## config.mk

```make
export PLATFORM = sky130hd
export DESIGN_NAME = i2c_target_responder_flat
export DESIGN_NICKNAME = d
export VERILOG_FILES = /design/src/rtl/i2c_target_responder_if.sv /design/src/rtl/i2c_target_responder.sv /design/src/flat_wrapper.sv
export SDC_FILE = /design/constraint.sdc
export NUM_CORES = 1
export LEC_CHECK = 0
export ABC_AREA = 1
export BUFFER_PORTS_ARGS = -buffer_cell sky130_fd_sc_hd__buf_2
export CORE_ASPECT_RATIO = 0.8
export CORE_MARGIN = 2
export CORE_UTILIZATION = 41
export DETAILED_ROUTE_END_ITERATION = 16
export HOLD_SLACK_MARGIN = 0.06
export PLACE_DENSITY = 0.69
export SETUP_SLACK_MARGIN = 0.15
export SYNTH_ARGS = -nofsm -noshare
export SYNTH_HDL_FRONTEND = slang
export SYNTH_SLANG_ARGS = --single-unit
```

## constraint.sdc

```tcl
create_clock -name CLK -period 4.1 [get_ports CLK]
set_input_delay 0.41 -clock CLK [delete_from_list [all_inputs] [get_ports CLK]]
set_output_delay 0.41 -clock CLK [all_outputs]
set_load 0.02 [all_outputs]
```

## src/rtl/i2c_target_responder_if.sv

```systemverilog
// i2c_target_responder_if
// Groups the I2C pin-side and byte-side signals of the target responder.
//   SCL_IN, SDA_IN : raw bus pin levels seen by the target
//   SDA_OE         : 1 = target pulls SDA low, 0 = released (external pull-up)
//   RX_DATA        : last byte written by the master, MSB first on the wire
//   RX_VALID       : one-CLK pulse when RX_DATA is updated
//   TX_DATA        : byte the target sends on the next read byte
//   TX_REQ         : one-CLK pulse when TX_DATA has been captured
//   BUSY           : high from address match until STOP/NACK/mismatch exit
//   RW_DIR         : R/W bit of the last matched address (1 = master reads)
// Byte-side handshake: there is no back-pressure. RX_VALID qualifies RX_DATA
// for exactly one CLK and the consumer must take it then. TX_REQ marks the
// CLK on which TX_DATA was sampled; the producer may change TX_DATA freely
// after that pulse and must have the next byte stable before the next one.
interface i2c_target_responder_if;
  logic       SCL_IN;
  logic       SDA_IN;
  logic       SDA_OE;
  logic [7:0] RX_DATA;
  logic       RX_VALID;
  logic [7:0] TX_DATA;
  logic       TX_REQ;
  logic       BUSY;
  logic       RW_DIR;

  // Target side (the responder itself).
  modport slave (
    input  SCL_IN, SDA_IN, TX_DATA,
    output SDA_OE, RX_DATA, RX_VALID, TX_REQ, BUSY, RW_DIR
  );

  // Bus/system side (pins, byte source and sink).
  modport master (
    output SCL_IN, SDA_IN, TX_DATA,
    input  SDA_OE, RX_DATA, RX_VALID, TX_REQ, BUSY, RW_DIR
  );
endinterface

```

## src/rtl/i2c_target_responder.sv

```systemverilog
// i2c_target_responder
// I2C target that oversamples SCL/SDA on CLK, detects START/repeated
// START/STOP, answers SLAVE_ADDR, receives write bytes and transmits read
// bytes. SDA is open-drain through SDA_OE; SCL is never driven.
// Ports:
//   CLK       : system clock, all logic on posedge
//   RST       : synchronous active-high reset
//   bus       : i2c_target_responder_if.slave (pins and byte interface)
//   STATE_DBG : current FSM state code
//               0 IDLE, 1 ADDR, 2 ADDR_ACK, 3 WR_BYTE, 4 WR_ACK,
//               5 RD_BYTE, 6 RD_ACK, 7 WAIT_STOP
module i2c_target_responder #(
  parameter logic [6:0] SLAVE_ADDR  = 7'h26,
  parameter int         SYNC_STAGES = 2
) (
  input  logic                    CLK,
  input  logic                    RST,
  i2c_target_responder_if.slave   bus,
  output logic [2:0]              STATE_DBG
);

  localparam logic [2:0] IDLE      = 3'd0;
  localparam logic [2:0] ADDR      = 3'd1;
  localparam logic [2:0] ADDR_ACK  = 3'd2;
  localparam logic [2:0] WR_BYTE   = 3'd3;
  localparam logic [2:0] WR_ACK    = 3'd4;
  localparam logic [2:0] RD_BYTE   = 3'd5;
  localparam logic [2:0] RD_ACK    = 3'd6;
  localparam logic [2:0] WAIT_STOP = 3'd7;

  // Synchronizers preset to 1 so reset looks like an idle bus.
  logic [SYNC_STAGES-1:0] scl_sync;
  logic [SYNC_STAGES-1:0] sda_sync;
  logic                   scl_d;
  logic                   sda_d;

  always_ff @(posedge CLK) begin
    if (RST) begin
      scl_sync <= '1;
      sda_sync <= '1;
      scl_d    <= 1'b1;
      sda_d    <= 1'b1;
    end else begin
      scl_sync <= {scl_sync[SYNC_STAGES-2:0], bus.SCL_IN};
      sda_sync <= {sda_sync[SYNC_STAGES-2:0], bus.SDA_IN};
      scl_d    <= scl_sync[SYNC_STAGES-1];
      sda_d    <= sda_sync[SYNC_STAGES-1];
    end
  end

  logic scl_s;
  logic sda_s;
  logic scl_rise;
  logic scl_fall;
  logic start_evt;
  logic stop_evt;

  assign scl_s     = scl_sync[SYNC_STAGES-1];
  assign sda_s     = sda_sync[SYNC_STAGES-1];
  assign scl_rise  = scl_s & ~scl_d;
  assign scl_fall  = ~scl_s & scl_d;
  // SDA edges while SCL is high are bus conditions, never data.
  assign start_evt = scl_s & sda_d & ~sda_s;
  assign stop_evt  = scl_s & ~sda_d & sda_s;

  logic [2:0] state;
  logic [7:0] shifter;
  logic [3:0] bit_cnt;
  // ADDR_ACK/WR_ACK: set once the ACK low has been driven.
  // RD_ACK: set once the master ACK has been sampled.
  logic       ack_flag;
  logic       sda_oe;
  logic [7:0] rx_data;
  logic       rx_valid;
  logic       tx_req;
  logic       busy;
  logic       rw_dir;
  logic [7:0] shift_nxt;

  assign shift_nxt = {shifter[6:0], sda_s};

  always_ff @(posedge CLK) begin
    if (RST) begin
      state    <= IDLE;
      shifter  <= 8'h00;
      bit_cnt  <= 4'd0;
      ack_flag <= 1'b0;
      sda_oe   <= 1'b0;
      rx_data  <= 8'h00;
      rx_valid <= 1'b0;
      tx_req   <= 1'b0;
      busy     <= 1'b0;
      rw_dir   <= 1'b0;
    end else begin
      rx_valid <= 1'b0;
      tx_req   <= 1'b0;
      if (stop_evt) begin
        state    <= IDLE;
        sda_oe   <= 1'b0;
        busy     <= 1'b0;
        bit_cnt  <= 4'd0;
        ack_flag <= 1'b0;
      end else if (start_evt) begin
        state    <= ADDR;
        sda_oe   <= 1'b0;
        busy     <= 1'b0;
        bit_cnt  <= 4'd0;
        ack_flag <= 1'b0;
      end else begin
        case (state)
          IDLE: begin
            sda_oe <= 1'b0;
          end

          ADDR: begin
            if (scl_rise) begin
              shifter <= shift_nxt;
              if (bit_cnt == 4'd7) begin
                bit_cnt <= 4'd0;
                // shifter[6:0] holds the 7 address bits, sda_s is R/W.
                if (shifter[6:0] == SLAVE_ADDR) begin
                  rw_dir   <= sda_s;
                  busy     <= 1'b1;
                  ack_flag <= 1'b0;
                  state    <= ADDR_ACK;
                end else begin
                  state <= WAIT_STOP;
                end
              end else begin
                bit_cnt <= bit_cnt + 4'd1;
              end
            end
          end

          ADDR_ACK: begin
            if (scl_fall) begin
              if (!ack_flag) begin
                sda_oe   <= 1'b1;
                ack_flag <= 1'b1;
              end else begin
                ack_flag <= 1'b0;
                bit_cnt  <= 4'd0;
                if (!rw_dir) begin
                  sda_oe <= 1'b0;
                  state  <= WR_BYTE;
                end else begin
                  shifter <= bus.TX_DATA;
                  tx_req  <= 1'b1;
                  sda_oe  <= ~bus.TX_DATA[7];
                  state   <= RD_BYTE;
                end
              end
            end
          end

          WR_BYTE: begin
            if (scl_rise) begin
              shifter <= shift_nxt;
              if (bit_cnt == 4'd7) begin
                bit_cnt  <= 4'd0;
                rx_data  <= shift_nxt;
                rx_valid <= 1'b1;
                ack_flag <= 1'b0;
                state    <= WR_ACK;
              end else begin
                bit_cnt <= bit_cnt + 4'd1;
              end
            end
          end

          WR_ACK: begin
            if (scl_fall) begin
              if (!ack_flag) begin
                sda_oe   <= 1'b1;
                ack_flag <= 1'b1;
              end else begin
                sda_oe   <= 1'b0;
                ack_flag <= 1'b0;
                state    <= WR_BYTE;
              end
            end
          end

          RD_BYTE: begin
            // Bit 7 is already on the wire at entry; rises count bits out,
            // falls shift the next bit onto the wire.
            if (scl_rise) begin
              bit_cnt <= bit_cnt + 4'd1;
            end else if (scl_fall) begin
              if (bit_cnt == 4'd8) begin
                sda_oe   <= 1'b0;
                bit_cnt  <= 4'd0;
                ack_flag <= 1'b0;
                state    <= RD_ACK;
              end else begin
                shifter <= {shifter[6:0], 1'b0};
                sda_oe  <= ~shifter[6];
              end
            end
          end

          RD_ACK: begin
            if (scl_rise) begin
              if (!sda_s) begin
                ack_flag <= 1'b1;
              end else begin
                busy  <= 1'b0;
                state <= WAIT_STOP;
              end
            end else if (scl_fall && ack_flag) begin
              ack_flag <= 1'b0;
              bit_cnt  <= 4'd0;
              shifter  <= bus.TX_DATA;
              tx_req   <= 1'b1;
              sda_oe   <= ~bus.TX_DATA[7];
              state    <= RD_BYTE;
            end
          end

          WAIT_STOP: begin
            sda_oe <= 1'b0;
          end

          default: begin
            state  <= IDLE;
            sda_oe <= 1'b0;
          end
        endcase
      end
    end
  end

  assign bus.SDA_OE   = sda_oe;
  assign bus.RX_DATA  = rx_data;
  assign bus.RX_VALID = rx_valid;
  assign bus.TX_REQ   = tx_req;
  assign bus.BUSY     = busy;
  assign bus.RW_DIR   = rw_dir;
  assign STATE_DBG    = state;

endmodule
```

## src/flat_wrapper.sv

```systemverilog
// flat-port wrapper written by rule: the top's interface ports become plain ports
module i2c_target_responder_flat 
#(
  parameter logic [6:0] SLAVE_ADDR  = 7'h26,
  parameter int         SYNC_STAGES = 2
)
  (CLK, RST, STATE_DBG, bus_SCL_IN, bus_SDA_IN, bus_TX_DATA, bus_SDA_OE, bus_RX_DATA, bus_RX_VALID, bus_TX_REQ, bus_BUSY, bus_RW_DIR);
  i2c_target_responder_if bus_i ();
  input  logic CLK;
  input  logic RST;
  output logic [2:0] STATE_DBG;
  input wire logic [$bits(bus_i.SCL_IN)-1:0] bus_SCL_IN;
  input wire logic [$bits(bus_i.SDA_IN)-1:0] bus_SDA_IN;
  input wire logic [$bits(bus_i.TX_DATA)-1:0] bus_TX_DATA;
  output wire logic [$bits(bus_i.SDA_OE)-1:0] bus_SDA_OE;
  output wire logic [$bits(bus_i.RX_DATA)-1:0] bus_RX_DATA;
  output wire logic [$bits(bus_i.RX_VALID)-1:0] bus_RX_VALID;
  output wire logic [$bits(bus_i.TX_REQ)-1:0] bus_TX_REQ;
  output wire logic [$bits(bus_i.BUSY)-1:0] bus_BUSY;
  output wire logic [$bits(bus_i.RW_DIR)-1:0] bus_RW_DIR;
  assign bus_i.SCL_IN = bus_SCL_IN;
  assign bus_i.SDA_IN = bus_SDA_IN;
  assign bus_i.TX_DATA = bus_TX_DATA;
  assign bus_SDA_OE = bus_i.SDA_OE;
  assign bus_RX_DATA = bus_i.RX_DATA;
  assign bus_RX_VALID = bus_i.RX_VALID;
  assign bus_TX_REQ = bus_i.TX_REQ;
  assign bus_BUSY = bus_i.BUSY;
  assign bus_RW_DIR = bus_i.RW_DIR;
  i2c_target_responder #(.SLAVE_ADDR(SLAVE_ADDR), .SYNC_STAGES(SYNC_STAGES)) u_core (.CLK(CLK), .RST(RST), .bus(bus_i), .STATE_DBG(STATE_DBG));
endmodule
```

==> results.py <==
metrics = {
    "timing": {
        "setup_viol": 0,
        "fmax_mhz": 534,
        "finalCriticalPeriod_ns": 1.87,
        "setup_tns_ns": 0,
        "hold_viol": 0,
        "relSlewSlack_pct": 59.9,
        "min_period_over_period_pct": 45.7,
        "whs_ns": 0.299,
        "maxSlewViolCount": 0,
        "worst_pin_slew_ns": 0.601,
        "layout_setup_ws_ns": 2.23,
        "skew_ns": 0.00675,
        "rsz0062_at_grt": "no",
    },
    "worst_setup_path": {
        "path_max_fanout": 17,
        "crit_type": "flop to flop",
        "worstSetupStartpointType": "flop",
        "cp.arrival_ns": 2.06,
        "endpoint_kind": "flop",
        "required_ns": 4.28,
    },
    "final_layout": {
        "nNetsFinal": 344,
        "fillers": 442,
        "n_antenna_cell": 0,
        "multi_input_area_um2": 1070,
        "area_growth_pct": 13.3,
        "ff_latch_area_um2": 681,
        "layout-drive-gt1-share_pct": 19.3,
    },
    "global_route": {
        "track_usage_pct": 19.6,
        "use_met1_pct": 28.0,
        "grt_busiest_layer": "met2",
        "antenna_found_initial": 0,
        "grt_pass1_vias": 1692,
        "grt_overflow_total": 0,
        "grt_max_degree": 19,
        "grt_use_met2_pct": 28.8,
        "use_met3_pct": 4.67,
        "grt_first_pass_wirelength_mm": 7.93,
    },
    "logic_synthesis": {
        "synth_edf_count": 0,
        "avgSynthCellArea_um2": 6.45,
        "synth_top_family_by_area": "simple AND/OR/NAND/NOR gates",
        "synthSimpleGateAreaFrac_pct": 42.9,
        "seq_area_frac_synth_pct": 34.8,
        "synthCells": 303,
        "synth-compound-area-share_pct": 10.6,
        "synth.top_cell.area_share_pct": 34.8,
        "async_flop_share_pct": 0,
        "synthTopCellsByArea": "dfxtp_1 (35%), nand2_1 (17%), nor2_1 (9.4%)",
        "synth_area_um2": 1950,
        "synth.net_count": 317,
        "yosys.area.top_type": "dfxtp_1",
        "synthMuxAreaShare_pct": 0,
        "synthAdderAreaFrac_pct": 1.28,
        "yosys-top-cells-count": "nand2_1 (86), nor2_1 (49), dfxtp_1 (34)",
        "synth_ff_type": "dfxtp_1",
        "yosys_warnings": 0,
        "synthXorXnorAreaFrac_pct": 0,
        "ys_types": 26,
        "synth_seq_cells": 34,
        "yosysMostFrequentCell": "nand2_1",
    },
    "drt": {
        "routed_via_density": 4.74,
        "vias": 1852,
        "ant_nets": 0,
        "routedWlPerCell_um": 11.7,
        "drt-initial-drc-count": 124,
        "wirelength_mm": 4.56,
        "drc_errors": 0,
        "dr.pass1.iters": 4,
    },
    "place": {
        "gp_congestion": 0.987,
        "hpwl_mm": 3.41,
        "preCtsSetupSlack_ns": 2.24,
        "io_buffers": 27,
    },
    "floorplanning": {
        "fp.dieArea_um2": 5340,
        "dieWidth_um": 81.2,
        "rows": 22,
        "core_um2": 4600,
        "io_pins": 28,
        "start_util_pct": 42.5,
        "die_y_um": 65.7,
    },
    "cts": {
        "cts_setup_buffers": 0,
        "clock_path_buffers": 2,
        "htree_levels": 2,
        "clk_pin_slew_worst_paths_ns": 0.07,
        "cts_buffers": 5,
        "post_cts_resized": 0,
        "cts.sinks": 34,
        "clkLatencyLatePin_ns": 0.29,
        "cts-root-buf": "clkbuf_8",
        "cts_tree": "yes",
        "hold_buffers": 0,
    },
    "power_and_ir_drop": {
        "power.leakage_nw": 1.16,
        "ir_drop_mv": 0.335,
        "power_mw": 1.51,
        "p_per_area_nw_per_um2": 682,
    },
    "job": {
        "cap_violations": 0,
    },
    "min_path": {
        "min_path_type": "primary input to flop",
    },
    "run_status": {
        "status": "completed",
    },
}
[layout make-up]
type,instances,area share (%)
Clock inverter,3,2.04
Clock buffer,5,3.11
Timing Repair Buffer,27,6.11
Inverter,36,6.22
Multi-Input combinational cell,226,48.4
Sequential cell,34,30.8
Tap cell,60,3.39
[cells in the final DEF, fill, tap and decap left out]
master      instances
a21oi_1            15
a31oi_1             1
buf_2              27
bufinv_16           1
clkbuf_8            5
clkinv_1            1
clkinvlp_4          2
dfxtp_1            34
ha_1                2
inv_1              29
inv_2               5
inv_4               1
nand2_1            86
nand2_2             4
nand2_4             4
nand3_1            21
nand3_2             4
nand3b_1            1
nand4_1             1
nor2_1             49
nor2_2              4
nor2_4              2
nor2_8              1
nor3_1              2
o21ai_0            22
o21ai_1             3
or2_2               4
[stage by stage]
stage	cell area [um^2]	cells	util, %
2_1_floorplan	1950	303	-
3_5_place_dp	2100	383	45.6
3_3_place_gp	2100	383	45.6
5_1_grt	2210	391	48.1
6_report	2210	391	48.1
4_1_cts	2210	391	48.1
[power breakdown]
part / switching (mW) / internal (mW)
Clock: 0.130 / 0.181
Sequential: 0.0943 / 0.403
Combinational: 0.468 / 0.232
[routing by layer]
metal  share of wire [%]  wire, um
met5                   0         0
met4                 1.0        46
met3                 7.2       326
met2                  44      2010
met1                  48      2180
[final timing paths]
kind                                         start                        endpoint  slack (ns)  cells after the start
setup / recovery  u_core.STATE_DBG[1]$_SDFFE_PP0P_  u_core.shifter[3]$_SDFFE_PP0P_        2.23                      9
hold reg to reg      u_core.sda_sync[0]$_SDFF_PP1_   u_core.sda_sync[1]$_SDFF_PP1_        0.41                      1
hold / removal                          bus_SCL_IN   u_core.scl_sync[0]$_SDFF_PP1_        0.30                      2
setup reg to reg  u_core.STATE_DBG[1]$_SDFFE_PP0P_  u_core.shifter[3]$_SDFFE_PP0P_        2.23                      9
[worst max-delay path: stages, from the launching register on]
cell     delay (ns)
dfxtp_1        0.71
nand2_4        0.12
nand2_2        0.28
nand2_1        0.11
nand2_1        0.08
inv_1          0.04
nand3_2        0.21
nand2_1        0.09
nand2_1        0.07
nor2_1         0.04
[cells by family (layout without fill, tap and decap cells)]
family / count (synthesis) / in the layout
AO/OA/AOI/OAI: 41 / 41
adder cells (fa/ha/maj): 2 / 2
buffers and inverters: 43 / 71
flip-flops: 34 / 34
AND/OR/NAND/NOR: 183 / 183
[sequential cells by signal, indices dropped and copies added (netlist names)]
name,cells
u_core.ack_flag,1
u_core.bus.RW_DIR,1
u_core.bus.SDA_OE,1
u_core.sda_sync,2
u_core.scl_d,1
u_core.sda_d,1
u_core.shifter,7
u_core.bus.RX_VALID,1
u_core.STATE_DBG,3
u_core.bit_cnt,4
u_core.bus.RX_DATA,8
u_core.bus.TX_REQ,1
u_core.bus.BUSY,1
u_core.scl_sync,2
(Power assumes the default switching activity.)
